File: src/rtl/ub_port_schedule_ctrl.sv
`default_nettype none
// ============================================================================
// Module      : ub_port_schedule_ctrl
// Description : Initiator side of a unified-buffer port. Walks a 3-deep
//               affine loop nest (var1 innermost, then var2, then var0) and
//               issues one port enable per point at a fixed start delay and
//               initiation interval. A READ_LAT-deep copy of the enable tells
//               the consumer when returned read data is valid.
// Revision    : 1.0 - initial release
// ============================================================================
module ub_port_schedule_ctrl #(
    parameter int CW          = 16,
    parameter int EXT0        = 1,
    parameter int EXT2        = 64,
    parameter int EXT1        = 64,
    parameter int START_DELAY = 0,
    parameter int II          = 1,
    parameter int READ_LAT    = 1
) (
    input  logic            clk,
    input  logic            rst,
    input  logic            flush,
    input  logic            stall,
    output logic            en,
    output logic [3*CW-1:0] ctrl_vars,
    output logic            data_valid,
    output logic            last,
    output logic            done,
    output logic            busy
);

    // ------------------------------------------------------------------------
    // Constants
    // ------------------------------------------------------------------------
    localparam logic [1:0] c_ST_IDLE  = 2'd0;
    localparam logic [1:0] c_ST_DELAY = 2'd1;
    localparam logic [1:0] c_ST_RUN   = 2'd2;
    localparam logic [1:0] c_ST_DONE  = 2'd3;

    localparam int              c_IIW      = (II > 1) ? $clog2(II) : 1;
    localparam logic [c_IIW-1:0] c_II_LAST = c_IIW'(II - 1);
    localparam logic [c_IIW-1:0] c_II_ONE  = c_IIW'(1);

    localparam logic [CW-1:0] c_V0_LAST = CW'(EXT0 - 1);
    localparam logic [CW-1:0] c_V1_LAST = CW'(EXT1 - 1);
    localparam logic [CW-1:0] c_V2_LAST = CW'(EXT2 - 1);
    localparam logic [CW-1:0] c_V_ONE   = CW'(1);

    // The first RUN cycle must land START_DELAY cycles after the flush cycle.
    // Leaving the flush takes one cycle and the dly==0 cycle takes another, so
    // the countdown is preloaded with START_DELAY-2. Delays of 0 and 1 both
    // go straight to RUN, which already is the cycle after flush.
    localparam bit          c_USE_DELAY = (START_DELAY >= 2);
    localparam logic [15:0] c_DLY_LOAD  = c_USE_DELAY ? 16'(START_DELAY - 2) : 16'd0;

    // ------------------------------------------------------------------------
    // Elaboration-time legality checks
    // ------------------------------------------------------------------------
    generate
        if (II < 1) begin : g_bad_ii
            $error("ub_port_schedule_ctrl: II must be >= 1");
        end
        if (EXT0 < 1 || EXT1 < 1 || EXT2 < 1) begin : g_bad_ext
            $error("ub_port_schedule_ctrl: every extent must be >= 1");
        end
        if (START_DELAY < 0 || START_DELAY > 65535) begin : g_bad_delay
            $error("ub_port_schedule_ctrl: START_DELAY out of range 0..65535");
        end
        if (READ_LAT < 0 || READ_LAT > 8) begin : g_bad_lat
            $error("ub_port_schedule_ctrl: READ_LAT out of range 0..8");
        end
    endgenerate

    // ------------------------------------------------------------------------
    // State
    // ------------------------------------------------------------------------
    logic [1:0]       r_state;
    logic [1:0]       w_state_nxt;
    logic [15:0]      r_dly;
    logic [c_IIW-1:0] r_ii;
    logic [CW-1:0]    r_var0;
    logic [CW-1:0]    r_var1;
    logic [CW-1:0]    r_var2;
    logic             r_done;

    logic w_issue;
    logic w_v1_wrap;
    logic w_v2_wrap;
    logic w_v0_wrap;
    logic w_last;

    // Issue slot is open on ii==0 in RUN; a stall simply skips the slot.
    assign w_issue   = (r_state == c_ST_RUN) && (r_ii == '0) && !stall;
    assign w_v1_wrap = (r_var1 == c_V1_LAST);
    assign w_v2_wrap = (r_var2 == c_V2_LAST);
    assign w_v0_wrap = (r_var0 == c_V0_LAST);
    assign w_last    = w_issue && w_v0_wrap && w_v2_wrap && w_v1_wrap;

    // State register
    always_ff @(posedge clk or posedge rst) begin
        if (rst) begin
            r_state <= c_ST_IDLE;
        end else begin
            r_state <= w_state_nxt;
        end
    end

    // Next-state logic; flush overrides every other transition
    always_comb begin
        w_state_nxt = r_state;
        case (r_state)
            c_ST_IDLE:  w_state_nxt = c_ST_IDLE;
            c_ST_DELAY: if (r_dly == '0) w_state_nxt = c_ST_RUN;
            c_ST_RUN:   if (w_last) w_state_nxt = c_ST_DONE;
            c_ST_DONE:  w_state_nxt = c_ST_DONE;
            default:    w_state_nxt = c_ST_IDLE;
        endcase
        if (flush) begin
            w_state_nxt = c_USE_DELAY ? c_ST_DELAY : c_ST_RUN;
        end
    end

    // Start-delay countdown; stall has no effect here
    always_ff @(posedge clk or posedge rst) begin
        if (rst) begin
            r_dly <= 16'd0;
        end else if (flush) begin
            r_dly <= c_DLY_LOAD;
        end else if (r_state == c_ST_DELAY && r_dly != 16'd0) begin
            r_dly <= r_dly - 16'd1;
        end
    end

    // Initiation-interval counter, frozen while stalled
    always_ff @(posedge clk or posedge rst) begin
        if (rst) begin
            r_ii <= '0;
        end else if (flush) begin
            r_ii <= '0;
        end else if (r_state == c_ST_RUN && !stall) begin
            r_ii <= (r_ii == c_II_LAST) ? '0 : r_ii + c_II_ONE;
        end
    end

    // Loop-nest counters; they always hold the next point to be issued
    always_ff @(posedge clk or posedge rst) begin
        if (rst) begin
            r_var0 <= '0;
            r_var1 <= '0;
            r_var2 <= '0;
        end else if (flush) begin
            r_var0 <= '0;
            r_var1 <= '0;
            r_var2 <= '0;
        end else if (w_issue) begin
            if (w_last) begin
                r_var0 <= '0;
                r_var1 <= '0;
                r_var2 <= '0;
            end else if (w_v1_wrap) begin
                r_var1 <= '0;
                if (w_v2_wrap) begin
                    r_var2 <= '0;
                    r_var0 <= r_var0 + c_V_ONE;
                end else begin
                    r_var2 <= r_var2 + c_V_ONE;
                end
            end else begin
                r_var1 <= r_var1 + c_V_ONE;
            end
        end
    end

    // Sticky completion flag, cleared only by flush or reset
    always_ff @(posedge clk or posedge rst) begin
        if (rst) begin
            r_done <= 1'b0;
        end else if (flush) begin
            r_done <= 1'b0;
        end else if (w_last) begin
            r_done <= 1'b1;
        end
    end

    // ------------------------------------------------------------------------
    // Data-valid delay line (not flushed: in-flight reads must still report)
    // ------------------------------------------------------------------------
    generate
        if (READ_LAT == 0) begin : g_dv_comb
            assign data_valid = w_issue;
        end else if (READ_LAT == 1) begin : g_dv_one
            logic r_dv;
            // Single-stage delay of the issue strobe
            always_ff @(posedge clk or posedge rst) begin
                if (rst) begin
                    r_dv <= 1'b0;
                end else begin
                    r_dv <= w_issue;
                end
            end
            assign data_valid = r_dv;
        end else begin : g_dv_pipe
            logic [READ_LAT-1:0] r_dv_pipe;
            // Multi-stage shift of the issue strobe
            always_ff @(posedge clk or posedge rst) begin
                if (rst) begin
                    r_dv_pipe <= '0;
                end else begin
                    r_dv_pipe <= {r_dv_pipe[READ_LAT-2:0], w_issue};
                end
            end
            assign data_valid = r_dv_pipe[READ_LAT-1];
        end
    endgenerate

    // ------------------------------------------------------------------------
    // Outputs
    // ------------------------------------------------------------------------
    assign en        = w_issue;
    assign last      = w_last;
    assign done      = r_done;
    assign busy      = (r_state == c_ST_DELAY) || (r_state == c_ST_RUN);
    assign ctrl_vars = {r_var2, r_var1, r_var0};

endmodule
`default_nettype wire

File: config.mk
export PLATFORM = sky130hd
export DESIGN_NAME = ub_port_schedule_ctrl
export DESIGN_NICKNAME = d
export VERILOG_FILES = /design/src/rtl/ub_port_schedule_ctrl.sv
export SDC_FILE = /design/constraint.sdc
export NUM_CORES = 1
export LEC_CHECK = 0
export BUFFER_PORTS_ARGS = -buffer_cell sky130_fd_sc_hd__buf_2
export CAP_MARGIN = 25
export CORE_UTILIZATION = 32
export CTS_BUF_LIST = sky130_fd_sc_hd__clkbuf_8
export DETAILED_ROUTE_END_ITERATION = 16
export MAX_ROUTING_LAYER = met4
export PLACE_DENSITY_LB_ADDON = 0.12
export SETUP_SLACK_MARGIN = 0.5
export SLEW_MARGIN = 20
export SYNTH_ARGS = -nofsm -noshare
export SYNTH_HDL_FRONTEND = slang
export SYNTH_SLANG_ARGS = --single-unit
File: constraint.sdc
create_clock -name clk -period 3.8 [get_ports clk]
set_clock_uncertainty 0.05 [all_clocks]
set_input_delay 0.38 -clock clk [delete_from_list [all_inputs] [get_ports clk]]
set_output_delay 0.38 -clock clk [all_outputs]
set_load 0.05 [all_outputs]
# Word level (Yosys, flattened, before mapping)
# Index checks and enable logic that the tools add are counted.
[classes]
n_addsub = 5
n_eq_ne = 7
muxes = 25
n_bitwise = 1
n_reduce_logical = 22
[op_table]
columns = ["cell", "n"]
rows = [
  ["$mux W16", 16],
  ["$add A16 B1 Y16 const B", 3],
  ["$eq A16 B6 Y1 const B", 2],
  ["$logic_not A16 Y1", 2],
  ["$reduce_bool A16 Y1", 1],
  ["$sub A16 B1 Y16 const B", 1],
  ["$pmux W2 S4", 1],
  ["$reduce_bool A2 Y1", 4],
  ["$logic_and A1 B1 Y1", 7],
  ["$mux W2", 3],
  ["$ne A3 B3 Y1 const B", 2],
  ["$reduce_bool A3 Y1", 2],
  ["$mux W1", 5],
  ["$eq A2 B2 Y1 const B", 2],
  ["$reduce_and A2 Y1", 2],
  ["$reduce_and A3 Y1", 1],
  ["$eq A2 B1 Y1 const B", 1],
  ["$logic_not A2 Y1", 1],
  ["$add A1 B1 Y1 const B", 1],
  ["$logic_not A1 Y1", 1],
  ["$logic_or A1 B1 Y1", 1],
  ["$not A1 Y1", 1],
]
[totals]
reg_bits = 69
in_bits = 4
out_inout_bits = 53
wordCells = 68

# Longest topological paths before layout
# Gate-level depths: netlist (run 1).
[depth]
word_depth = 9
mapped_depth = 9
mapped_depth_nobuf = 8

# Worst setup path before layout (run 1)
# Ideal clock, no wire load.
[synth_timing]
path_type = "reg2out"
from = "register r_var1[5]"
to = "output port last"
t_arrival_ps = 3553
t_required_ps = 3370
path_slack_ps = -183
stages_incl_launch_ff = 5
path_buffers = 1
cell_sequence = "dfrtp_1 > or4b_4 > or4_1 > buf_2 > nor4_1"
[synth_via]
elab_chain_len = 2
[synth_rtl]
columns = ["item", "line", "source"]
rows = [
  ["start: declaration", "82", "logic [CW-1:0] r_var1;"],
  ["start signal: assignment", "169", "r_var1 <= r_var1 + c_V_ONE;"],
  ["$eq A16 B6 Y1", "94", "assign w_v1_wrap = (r_var1 == c_V1_LAST);"],
  ["$logic_and A1 B1 Y1", "97", "assign w_last = w_issue && w_v0_wrap && w_v2_wrap && w_v1_wrap;"],
  ["end: declaration", "27", "output logic last,"],
]
# Every way passes these cells.

# Final worst setup path (run 1)
[layout_timing]
from = "register r_var1[8]"
to = "output port last"
# The elaborated chain is that of the path after synthesis.

==> impl_results.html, run 1 <==
<table>
<tr><th>Metric</th><th>Value</th></tr>
<tr><th colspan="2">Status</th></tr>
<tr><td>Outcome</td><td>finished with violations</td></tr>
<tr><td>Violations in the final reports</td><td>DRC</td></tr>
<tr><th colspan="2">Drt</th></tr>
<tr><td>Number of vias per cell</td><td>5.65</td></tr>
<tr><td>Average wire per cell in the routed design</td><td>approximately 17 µm</td></tr>
<tr><td>Violation count after the first detailed-routing iteration</td><td>239</td></tr>
<tr><td>Routed wire length</td><td>10300 µm</td></tr>
<tr><td>Via Count</td><td>~3500</td></tr>
<tr><td>Remaining routing DRC violations</td><td>3</td></tr>
<tr><td>Antenna Violating Nets Remaining</td><td>0</td></tr>
<tr><td>First drt pass iteration count</td><td>10</td></tr>
<tr><th colspan="2">Finish</th></tr>
<tr><td># nets final</td><td>approximately 490</td></tr>
<tr><td>Proportion of layout cells with a drive suffix above 1</td><td>18.8%</td></tr>
<tr><td>Most frequent standard cell in the layout excluding fill and tap cells</td><td>sky130_fd_sc_hd__dfrtp_1</td></tr>
<tr><td>Top library cells by usage in the layout, fill and taps aside</td><td>68 x sky130_fd_sc_hd__dfrtp_1, 56 x sky130_fd_sc_hd__buf_2, 36 x sky130_fd_sc_hd__nor2_1</td></tr>
<tr><td>Layout-stage area growth over the synthesis result</td><td>17.1%</td></tr>
<tr><td>Layout fillers</td><td>1195</td></tr>
<tr><td># diodes</td><td>0</td></tr>
<tr><th colspan="2">Floorplanning</th></tr>
<tr><td>Number of top-level pins</td><td>57</td></tr>
<tr><td>Core box area</td><td>0.0116 mm²</td></tr>
<tr><td>Full die area</td><td>0.0125 mm²</td></tr>
<tr><td>Cell Rows</td><td>39</td></tr>
<tr><td>Die height</td><td>112 µm</td></tr>
<tr><td>Die width</td><td>112 µm</td></tr>
<tr><td>Initial standard-cell utilization of the core</td><td>33.4%</td></tr>
<tr><th colspan="2">Setup path</th></tr>
<tr><td>CP max stage delay</td><td>around 0.65 ns</td></tr>
<tr><td>Cell with the largest stage delay on the worst path</td><td>sky130_fd_sc_hd__or4_4</td></tr>
<tr><td>Worst Path Buf+Inv</td><td>1</td></tr>
<tr><td>Category of cells accounting for the largest share of critical-path delay</td><td>simple AND/OR/NAND/NOR gates</td></tr>
<tr><td>Arrival time at the worst endpoint</td><td>2.72 ns</td></tr>
<tr><td>Setup Crit Path Kind</td><td>reg2out</td></tr>
<tr><td>CP max FO</td><td>6</td></tr>
<tr><td>Critical path data required time</td><td>between 3 and 4 ns</td></tr>
<tr><td>Critical path startpoint category</td><td>flip-flop</td></tr>
<tr><td>Reg-to-reg setup timing slack</td><td>0.84 ns</td></tr>
<tr><td>Worst setup EP type</td><td>output port</td></tr>
<tr><td>Crit path cell chain</td><td>or4_1 -&gt; or4_4 -&gt; nor4_4 -&gt; buf_2</td></tr>
<tr><th colspan="2">Global route</th></tr>
<tr><td>Global-route wire length before repair</td><td>approximately 17000 µm</td></tr>
<tr><td>Total congestion overflow</td><td>0</td></tr>
<tr><td>Initial antenna violation count</td><td>0</td></tr>
<tr><td>Maximum number of pins on one net before global-route repair</td><td>38</td></tr>
<tr><td>Global-route total usage across every layer</td><td>17.6%</td></tr>
<tr><td>Vias in the first global route</td><td>3232</td></tr>
<tr><th colspan="2">Synthesis</th></tr>
<tr><td>Total of warnings raised by yosys</td><td>0</td></tr>
<tr><td>Part of the Yosys area used for sequential elements</td><td>a little over two fifths</td></tr>
<tr><td>Mapped Area</td><td>0.00387 mm²</td></tr>
<tr><td>Count of unique library cells instantiated by Yosys</td><td>49</td></tr>
<tr><td>Async set-or-reset flop fraction in the synthesized netlist</td><td>100%</td></tr>
<tr><td>Ranking of synthesized cells by area</td><td>sky130_fd_sc_hd__dfrtp_1 44%, sky130_fd_sc_hd__xor2_1 4.1%, sky130_fd_sc_hd__or4_1 3.9%</td></tr>
<tr><td>Dominant synthesized flop cell</td><td>sky130_fd_sc_hd__dfrtp_1</td></tr>
<tr><td>Post-synthesis cell type with the largest combined area</td><td>sky130_fd_sc_hd__dfrtp_1</td></tr>
<tr><td>Post-synth top area share</td><td>43.9%</td></tr>
<tr><td>Mapped Cells</td><td>approximately 420</td></tr>
<tr><td>Nets in the synthesized netlist</td><td>between 400 and 500</td></tr>
<tr><td>Post-synth EDFFs</td><td>0</td></tr>
<tr><td>Yosys reg bits</td><td>68</td></tr>
<tr><td>Syn_area_per_cell</td><td>between 9 and 10 µm²</td></tr>
<tr><th colspan="2">CTS</th></tr>
<tr><td>Max clock buf depth</td><td>2</td></tr>
<tr><td>Clock slew at reported path FFs</td><td>0.08 ns</td></tr>
<tr><td>Total number of H-tree levels</td><td>3</td></tr>
<tr><td>TritonCTS buffer count</td><td>9</td></tr>
<tr><td>Root buf cell</td><td>sky130_fd_sc_hd__clkbuf_8</td></tr>
<tr><td>Total clock sinks</td><td>68</td></tr>
<tr><td>Clock tree from TritonCTS</td><td>done</td></tr>
<tr><td>Clk_lat worst skew</td><td>~0.36 ns</td></tr>
<tr><th colspan="2">STA</th></tr>
<tr><td>Final Hold Viols</td><td>0</td></tr>
<tr><td>Total Neg Setup Slack</td><td>0 ns</td></tr>
<tr><td>Post-route setup slack</td><td>0.649 ns</td></tr>
<tr><td>Max-Slew Margin vs Limit</td><td>45.8%</td></tr>
<tr><td>Worst Max-Slew Pin Slew</td><td>roughly 0.81 ns</td></tr>
<tr><td>Ratio of final minimum period to clock period</td><td>approximately 83%</td></tr>
<tr><td>Maximum achievable frequency</td><td>317 MHz</td></tr>
<tr><td>Setup repair after global routing missed its margin</td><td>no</td></tr>
<tr><td>Min cycle time layout</td><td>3.15 ns</td></tr>
<tr><td>Setup violation total in the final timing report</td><td>0</td></tr>
<tr><td>Count of final max-slew check failures</td><td>0</td></tr>
<tr><th colspan="2">Job</th></tr>
<tr><td>MaxCap Viol Count</td><td>0</td></tr>
<tr><th colspan="2">Power</th></tr>
<tr><td>P per Cell Area</td><td>about 390 mW/mm²</td></tr>
<tr><td>Highest ir drop seen on vdd</td><td>0.220 mV</td></tr>
<tr><td>Leakage power</td><td>2.00 nW</td></tr>
<tr><th colspan="2">Place</th></tr>
<tr><td>Port Buf Inserts</td><td>56</td></tr>
<tr><td>Worst-case setup slack after placement</td><td>0.745 ns</td></tr>
<tr><td>Placer Congestion</td><td>0.787</td></tr>
<tr><td>DP HPWL</td><td>a little under 7000 µm</td></tr>
<tr><th colspan="2">Hold path</th></tr>
<tr><td>Worst min-delay path class</td><td>in2async</td></tr>
</table>
[where the power goes]
part	total [mW]	switching [mW]	internal (mW)	leakage (nW)
combinational	0.249	0.190	0.0594	0.952
clock	0.737	0.304	0.433	0.115
sequential	0.781	0.0357	0.745	0.934
total	1.77	0.529	1.24	2.00
[synthesized netlist by cell type, types with 3 or more instances]
master	instances
sky130_fd_sc_hd__a21oi_1	22
sky130_fd_sc_hd__and3_1	7
sky130_fd_sc_hd__clkbuf_1	15
sky130_fd_sc_hd__dfrtp_1	68
sky130_fd_sc_hd__ha_1	10
sky130_fd_sc_hd__inv_1	17
sky130_fd_sc_hd__nand2_1	31
sky130_fd_sc_hd__nand2b_1	4
sky130_fd_sc_hd__nand3_1	23
sky130_fd_sc_hd__nand4_1	13
sky130_fd_sc_hd__nor2_1	36
sky130_fd_sc_hd__nor3_1	18
sky130_fd_sc_hd__nor4_1	14
sky130_fd_sc_hd__o2111ai_1	10
sky130_fd_sc_hd__o21ai_0	29
sky130_fd_sc_hd__o31ai_1	15
sky130_fd_sc_hd__or2_2	3
sky130_fd_sc_hd__or3_1	5
sky130_fd_sc_hd__or4_1	20
sky130_fd_sc_hd__xnor2_1	4
sky130_fd_sc_hd__xor2_1	18
[logic make-up after synthesis]
group	Yosys count	share of synthesized area (%)
XOR/XNOR	22	4.97
buffers and inverters	38	4.04
AND/OR/NAND/NOR	186	25.8
multiplexers	1	0.291
flip-flops	68	43.9
adder cells (fa/ha/maj)	10	3.23
AO/OA/AOI/OAI	97	17.7
[sequential cells by signal (all words and copies together), names as in the netlist]
name / count
r_dly: 16
r_state: 2
r_var1: 16
r_var0: 16
r_var2: 16
done: 1
data_valid: 1
[cell type report]
type / count / area, µm² / area share, %
Timing Repair Buffer: 61 / 318 / 7.01
Tap cell: 143 / 179 / 3.94
Sequential cell: 68 / 1700 / 37.5
Multi-Input combinational cell: 316 / 2030 / 44.9
Clock inverter: 7 / 115 / 2.54
Inverter: 17 / 63.8 / 1.41
Clock buffer: 9 / 124 / 2.73
[stage by stage]
step / hold WS [ns] / utilization [%] / std cells / instance area [µm²] / total power, mW
final: 0.114 / 39.1 / 621 / 4540 / 1.77
after global placement: 0.479 / 37.0 / 605 / 4290 / 1.04
after detailed placement: 0.486 / 37.0 / 605 / 4290 / 1.05
after CTS: 0.159 / 39.1 / 621 / 4540 / 1.79
after global routing: 0.196 / 39.1 / 621 / 4540 / 1.84
after floorplan: 0.447 / - / 422 / 3890 / 0.978
[metal layers]
layer	part of all wire [%]	vias to the layer above	GRT usage [%]
li1	-	1690	-
met1	49	1738	23.7
met2	46	66	26.5
met3	3.7	13	3.94
met4	1.3	0	4.98
met5	0	-	-
[what timing repair did]
action / CTS / global route
gates resized for setup: 1 / 0
hold buffers: 0 / 0
endpoints found under the hold margin: 0 / 0
endpoints found under the setup margin: 1 / 0
setup buffers: 0 / 0
[final timing paths]
check                                       from                    end  cells after the start
max reg2reg                r_var1[8]$_DFFE_PP0P_  r_var2[7]$_DFFE_PP0P_                      5
max in group asynchronous                    rst  r_var2[7]$_DFFE_PP0P_                      3
min reg2reg                     done$_DFFE_PP0P_       done$_DFFE_PP0P_                      1
min                                          rst  r_var0[0]$_DFFE_PP0P_                      2
min in group clk                           flush  r_var2[6]$_DFFE_PP0P_                      4
max                        r_var1[8]$_DFFE_PP0P_                   last                      4
No activity file was read; power rests on OpenSTA's default activity.
==> run 2, diff against run 1 <==
Settings changed: ABC_AREA set to 1.
Clock period 3.8 ns to 2.7 ns, I/O delays scaled along.
==> impl_results.html, run 2 <==
<table>
<tr><th>Metric</th><th>Value</th></tr>
<tr><th colspan="2">Status</th></tr>
<tr><td>Outcome</td><td>finished clean (was finished with violations)</td></tr>
<tr><th colspan="2">Global route</th></tr>
<tr><td>Maximum number of pins on one net before global-route repair</td><td>33 (was 38)</td></tr>
<tr><td>Met3 track demand over resource</td><td>3.04% (was 3.94%)</td></tr>
<tr><td>Initial antenna violation count</td><td>0 (unchanged)</td></tr>
<tr><td>GR met2 Demand/Resource</td><td>29.5% (was 26.5%)</td></tr>
<tr><td>Met1 GRT Util</td><td>24.5% (was 23.7%)</td></tr>
<tr><td>Global routing's busiest layer</td><td>met2 (unchanged)</td></tr>
<tr><td>Total congestion overflow</td><td>0 (unchanged)</td></tr>
<tr><td>Vias in the first global route</td><td>3949 (was 3232)</td></tr>
<tr><td>Global-route wire length before repair</td><td>20400 µm (was 17000 µm)</td></tr>
<tr><td>Global-route total usage across every layer</td><td>18.9% (was 17.6%)</td></tr>
<tr><th colspan="2">CTS</th></tr>
<tr><td>Clock slew at reported path FFs</td><td>0.08 ns (about the same)</td></tr>
<tr><td>Clock tree from TritonCTS</td><td>done (unchanged)</td></tr>
<tr><td>Total clock sinks</td><td>68 (unchanged)</td></tr>
<tr><td>Max clock buf depth</td><td>2 (unchanged)</td></tr>
<tr><td>TritonCTS buffer count</td><td>9 (unchanged)</td></tr>
<tr><td>Root buf cell</td><td>sky130_fd_sc_hd__clkbuf_8 (unchanged)</td></tr>
<tr><td>Total number of H-tree levels</td><td>3 (unchanged)</td></tr>
<tr><td>Clk_lat worst skew</td><td>0.36 ns (about the same)</td></tr>
<tr><th colspan="2">Drt</th></tr>
<tr><td>First drt pass iteration count</td><td>5 (was 10)</td></tr>
<tr><td>Number of vias per cell</td><td>4.90 (was 5.65)</td></tr>
<tr><td>Antenna Violating Nets Remaining</td><td>0 (unchanged)</td></tr>
<tr><td>Via Count</td><td>4208 (was 3507)</td></tr>
<tr><td>Routed wire length</td><td>12300 µm (was 10300 µm)</td></tr>
<tr><td>Remaining routing DRC violations</td><td>0 (was 3)</td></tr>
<tr><td>Average wire per cell in the routed design</td><td>14.3 µm (was 16.6 µm)</td></tr>
<tr><td>Violation count after the first detailed-routing iteration</td><td>193 (was 239)</td></tr>
<tr><th colspan="2">STA</th></tr>
<tr><td>Max-Slew Margin vs Limit</td><td>62.2% (was 45.8%)</td></tr>
<tr><td>Maximum achievable frequency</td><td>between 400 and 500 MHz</td></tr>
<tr><td>Ratio of final minimum period to clock period</td><td>82.4%</td></tr>
<tr><td>Count of final max-slew check failures</td><td>0 (unchanged)</td></tr>
<tr><td>Total Neg Setup Slack</td><td>0 ns (unchanged)</td></tr>
<tr><td>Worst Max-Slew Pin Slew</td><td>0.567 ns (was 0.805 ns)</td></tr>
<tr><td>Final Hold Viols</td><td>0 (unchanged)</td></tr>
<tr><td>Min cycle time layout</td><td>2.23 ns</td></tr>
<tr><td>Post-route setup slack</td><td>0.474 ns (was 0.649 ns)</td></tr>
<tr><td>Hold slack</td><td>0.207 ns (was 0.114 ns)</td></tr>
<tr><td>Setup violation total in the final timing report</td><td>0 (unchanged)</td></tr>
<tr><td>Setup repair after global routing missed its margin</td><td>yes (was no)</td></tr>
<tr><th colspan="2">Synthesis</th></tr>
<tr><td>Count of unique library cells instantiated by Yosys</td><td>36 (was 49)</td></tr>
<tr><td>Mapped Cells</td><td>606 (was 422)</td></tr>
<tr><td>Post-synthesis cell type with the largest combined area</td><td>sky130_fd_sc_hd__dfrtp_1 (unchanged)</td></tr>
<tr><td>Ranking of synthesized cells by area</td><td>sky130_fd_sc_hd__dfrtp_1 39%, sky130_fd_sc_hd__nand2_1 11%, sky130_fd_sc_hd__nor2_1 9.0% (was sky130_fd_sc_hd__dfrtp_1 44%, sky130_fd_sc_hd__xor2_1 4.1%, sky130_fd_sc_hd__or4_1 3.9%)</td></tr>
<tr><td>Dominant synthesized flop cell</td><td>sky130_fd_sc_hd__dfrtp_1 (unchanged)</td></tr>
<tr><td>Total of warnings raised by yosys</td><td>0 (unchanged)</td></tr>
<tr><td>Part of the Yosys area used for sequential elements</td><td>39.1% (was 43.9%)</td></tr>
<tr><td>Post-synth top area share</td><td>39.1% (was 43.9%)</td></tr>
<tr><td>Post-synth EDFFs</td><td>0 (unchanged)</td></tr>
<tr><td>Mapped Area</td><td>0.00435 mm² (was 0.00387 mm²)</td></tr>
<tr><td>Most frequent cells after synthesis</td><td>129 x sky130_fd_sc_hd__nand2_1, 104 x sky130_fd_sc_hd__nor2_1, 68 x sky130_fd_sc_hd__dfrtp_1 (was 68 x sky130_fd_sc_hd__dfrtp_1, 36 x sky130_fd_sc_hd__nor2_1, 31 x sky130_fd_sc_hd__nand2_1)</td></tr>
<tr><td>Syn_area_per_cell</td><td>7.18 µm² (was 9.18 µm²)</td></tr>
<tr><td>Async set-or-reset flop fraction in the synthesized netlist</td><td>100% (unchanged)</td></tr>
<tr><td>Nets in the synthesized netlist</td><td>620 (was 436)</td></tr>
<tr><td>Most frequently used cell type in the post-synthesis netlist</td><td>sky130_fd_sc_hd__nand2_1 (was sky130_fd_sc_hd__dfrtp_1)</td></tr>
<tr><td>Yosys reg bits</td><td>68 (unchanged)</td></tr>
<tr><th colspan="2">Floorplanning</th></tr>
<tr><td>Core box area</td><td>0.0132 mm² (was 0.0116 mm²)</td></tr>
<tr><td>Full die area</td><td>0.0141 mm² (was 0.0125 mm²)</td></tr>
<tr><td>Initial standard-cell utilization of the core</td><td>32.9% (was 33.4%)</td></tr>
<tr><td>Die height</td><td>119 µm (was 112 µm)</td></tr>
<tr><td>Cell Rows</td><td>42 (was 39)</td></tr>
<tr><td>Die width</td><td>119 µm (was 112 µm)</td></tr>
<tr><td>Number of top-level pins</td><td>57 (unchanged)</td></tr>
<tr><th colspan="2">Setup path</th></tr>
<tr><td>Critical path startpoint category</td><td>flip-flop (unchanged)</td></tr>
<tr><td>Worst setup EP type</td><td>output port (unchanged)</td></tr>
<tr><td>Critical path data required time</td><td>2.38 ns (was 3.37 ns)</td></tr>
<tr><td>CP max FO</td><td>4 (was 6)</td></tr>
<tr><td>R2R cell count</td><td>9 (was 5)</td></tr>
<tr><td>Setup Crit Path Kind</td><td>reg2out (unchanged)</td></tr>
<tr><td>Arrival time at the worst endpoint</td><td>1.91 ns (was 2.72 ns)</td></tr>
<tr><th colspan="2">Place</th></tr>
<tr><td>DP HPWL</td><td>8890 µm (was 6940 µm)</td></tr>
<tr><td>Total placed instance area</td><td>0.00481 mm² (was 0.00429 mm²)</td></tr>
<tr><td>Port Buf Inserts</td><td>56 (unchanged)</td></tr>
<tr><td>Worst-case setup slack after placement</td><td>0.550 ns (was 0.745 ns)</td></tr>
<tr><td>Placer Congestion</td><td>0.873 (was 0.787)</td></tr>
<tr><th colspan="2">Power</th></tr>
<tr><td>Leakage power</td><td>2.58 nW (was 2.00 nW)</td></tr>
<tr><td>P per Cell Area</td><td>676 mW/mm² (was 390 mW/mm²)</td></tr>
<tr><td>Highest ir drop seen on vdd</td><td>0.190 mV (was 0.220 mV)</td></tr>
<tr><th colspan="2">Hold path</th></tr>
<tr><td>Cell depth of the worst min-delay path</td><td>2</td></tr>
<tr><td>Worst min-delay path class</td><td>in2reg (was in2async)</td></tr>
<tr><th colspan="2">Finish</th></tr>
<tr><td>Most frequent standard cell in the layout excluding fill and tap cells</td><td>sky130_fd_sc_hd__nand2_1 (was sky130_fd_sc_hd__dfrtp_1)</td></tr>
<tr><td>Final core utilization</td><td>39.7% (was 39.1%)</td></tr>
<tr><td>Cell area after layout</td><td>0.00526 mm² (was 0.00454 mm²)</td></tr>
<tr><td># diodes</td><td>0 (unchanged)</td></tr>
<tr><td>Top library cells by usage in the layout, fill and taps aside</td><td>127 x sky130_fd_sc_hd__nand2_1, 102 x sky130_fd_sc_hd__nor2_1, 62 x sky130_fd_sc_hd__inv_1 (was 68 x sky130_fd_sc_hd__dfrtp_1, 56 x sky130_fd_sc_hd__buf_2, 36 x sky130_fd_sc_hd__nor2_1)</td></tr>
<tr><td>Proportion of layout cells with a drive suffix above 1</td><td>21.2% (was 18.8%)</td></tr>
<tr><td># nets final</td><td>692 (was 487)</td></tr>
<tr><td>Layout-stage area growth over the synthesis result</td><td>20.9% (was 17.1%)</td></tr>
<tr><th colspan="2">Job</th></tr>
<tr><td>MaxCap Viol Count</td><td>0 (unchanged)</td></tr>
</table>
## run 2: cell count changes after synthesis, moves of 7 or more
cell,change
sky130_fd_sc_hd__nand2_1,+98
sky130_fd_sc_hd__nor2_1,+68
sky130_fd_sc_hd__inv_1,+47
sky130_fd_sc_hd__nand3_1,+29
sky130_fd_sc_hd__or4_1,-20
sky130_fd_sc_hd__o31ai_1,-13
sky130_fd_sc_hd__a21oi_1,-11
sky130_fd_sc_hd__clkbuf_1,-10
sky130_fd_sc_hd__nand2_2,+10
sky130_fd_sc_hd__nor4_1,-10
sky130_fd_sc_hd__o2111ai_1,-10
sky130_fd_sc_hd__nand4_1,+8
sky130_fd_sc_hd__and3_1,-7
## run 2: path summary, 6_finish.rpt
check,startpoint,endpoint,slack [ns]
setup / recovery,r_state[0]$_DFFE_PP0P_,last,0.47
hold / removal,flush,done$_DFFE_PP0P_,0.21
setup reg to reg,r_var2[0]$_DFFE_PP0P_,r_var2[15]$_DFFE_PP0P_,0.64
hold reg to reg,r_dly[8]$_DFFE_PP0P_,r_dly[8]$_DFFE_PP0P_,0.45
max in group asynchronous,rst,r_var2[11]$_DFFE_PP0P_,1.51
min in group asynchronous,rst,r_var1[15]$_DFFE_PP0P_,0.45
## run 2: area by class of cell
class / count / area, µm²
clock buffers: 10 / 138
clock inverters: 6 / 78.8
fillers: 1436 / 7980
inverters: 69 / 272
repair buffers: 77 / 459
flip-flops and latches: 68 / 1710
well taps: 176 / 220
multi-input cells: 453 / 2380
## run 2: stage by stage
step                      std cells  total power, mW
after floorplan                 606             2.24
after global placement          826             2.51
after detailed placement        826             2.52
after CTS                       848             3.53
after global routing            859             3.82
final                           859             3.56
## run 2: cell families after synthesis
family | after synthesis | synth area share [%]
AND/OR/NAND/NOR | 358 | 37.0
flip-flops | 68 | 39.1
adder cells (fa/ha/maj) | 10 | 2.88
XOR/XNOR | 18 | 3.62
buffers and inverters | 85 | 8.60
AO/OA/AOI/OAI | 67 | 8.80
## run 2: worst max-delay path, cell delays in order (launching register included)
cell and delay [ns]:
sky130_fd_sc_hd__dfrtp_1 0.42, sky130_fd_sc_hd__inv_2 0.10, sky130_fd_sc_hd__ha_4 0.14, sky130_fd_sc_hd__inv_1 0.06, sky130_fd_sc_hd__nor2_4 0.12, sky130_fd_sc_hd__nand4_1 0.14, sky130_fd_sc_hd__nor4_4 0.36, sky130_fd_sc_hd__buf_6 0.21
## run 2: repair_timing
item / 4_1_cts / 5_1_grt
hold buffers: 1 / 0
resized for setup: 10 / 19
endpoints found under the hold margin: 22 / 0
pin swaps: 4 / 6
setup buffers: 5 / 11
endpoints found under the setup margin: 1 / 30
## run 2: routing by layer
| layer | wire length (µm) | up-vias |
|---|---|---|
| met5 | 0 | - |
| met4 | 220 | 0 |
| met3 | 399 | 15 |
| met2 | 5660 | 78 |
| met1 | 6000 | 1999 |
| li1 | - | 2116 |
## run 2: power breakdown
| part | switching, mW | leakage (nW) | total (mW) | internal [mW] |
|---|---|---|---|---|
| clock network | 0.428 | 0.117 | 0.965 | 0.538 |
| registers | 0.117 | 0.923 | 1.24 | 1.12 |
| logic | 0.939 | 1.54 | 1.35 | 0.416 |
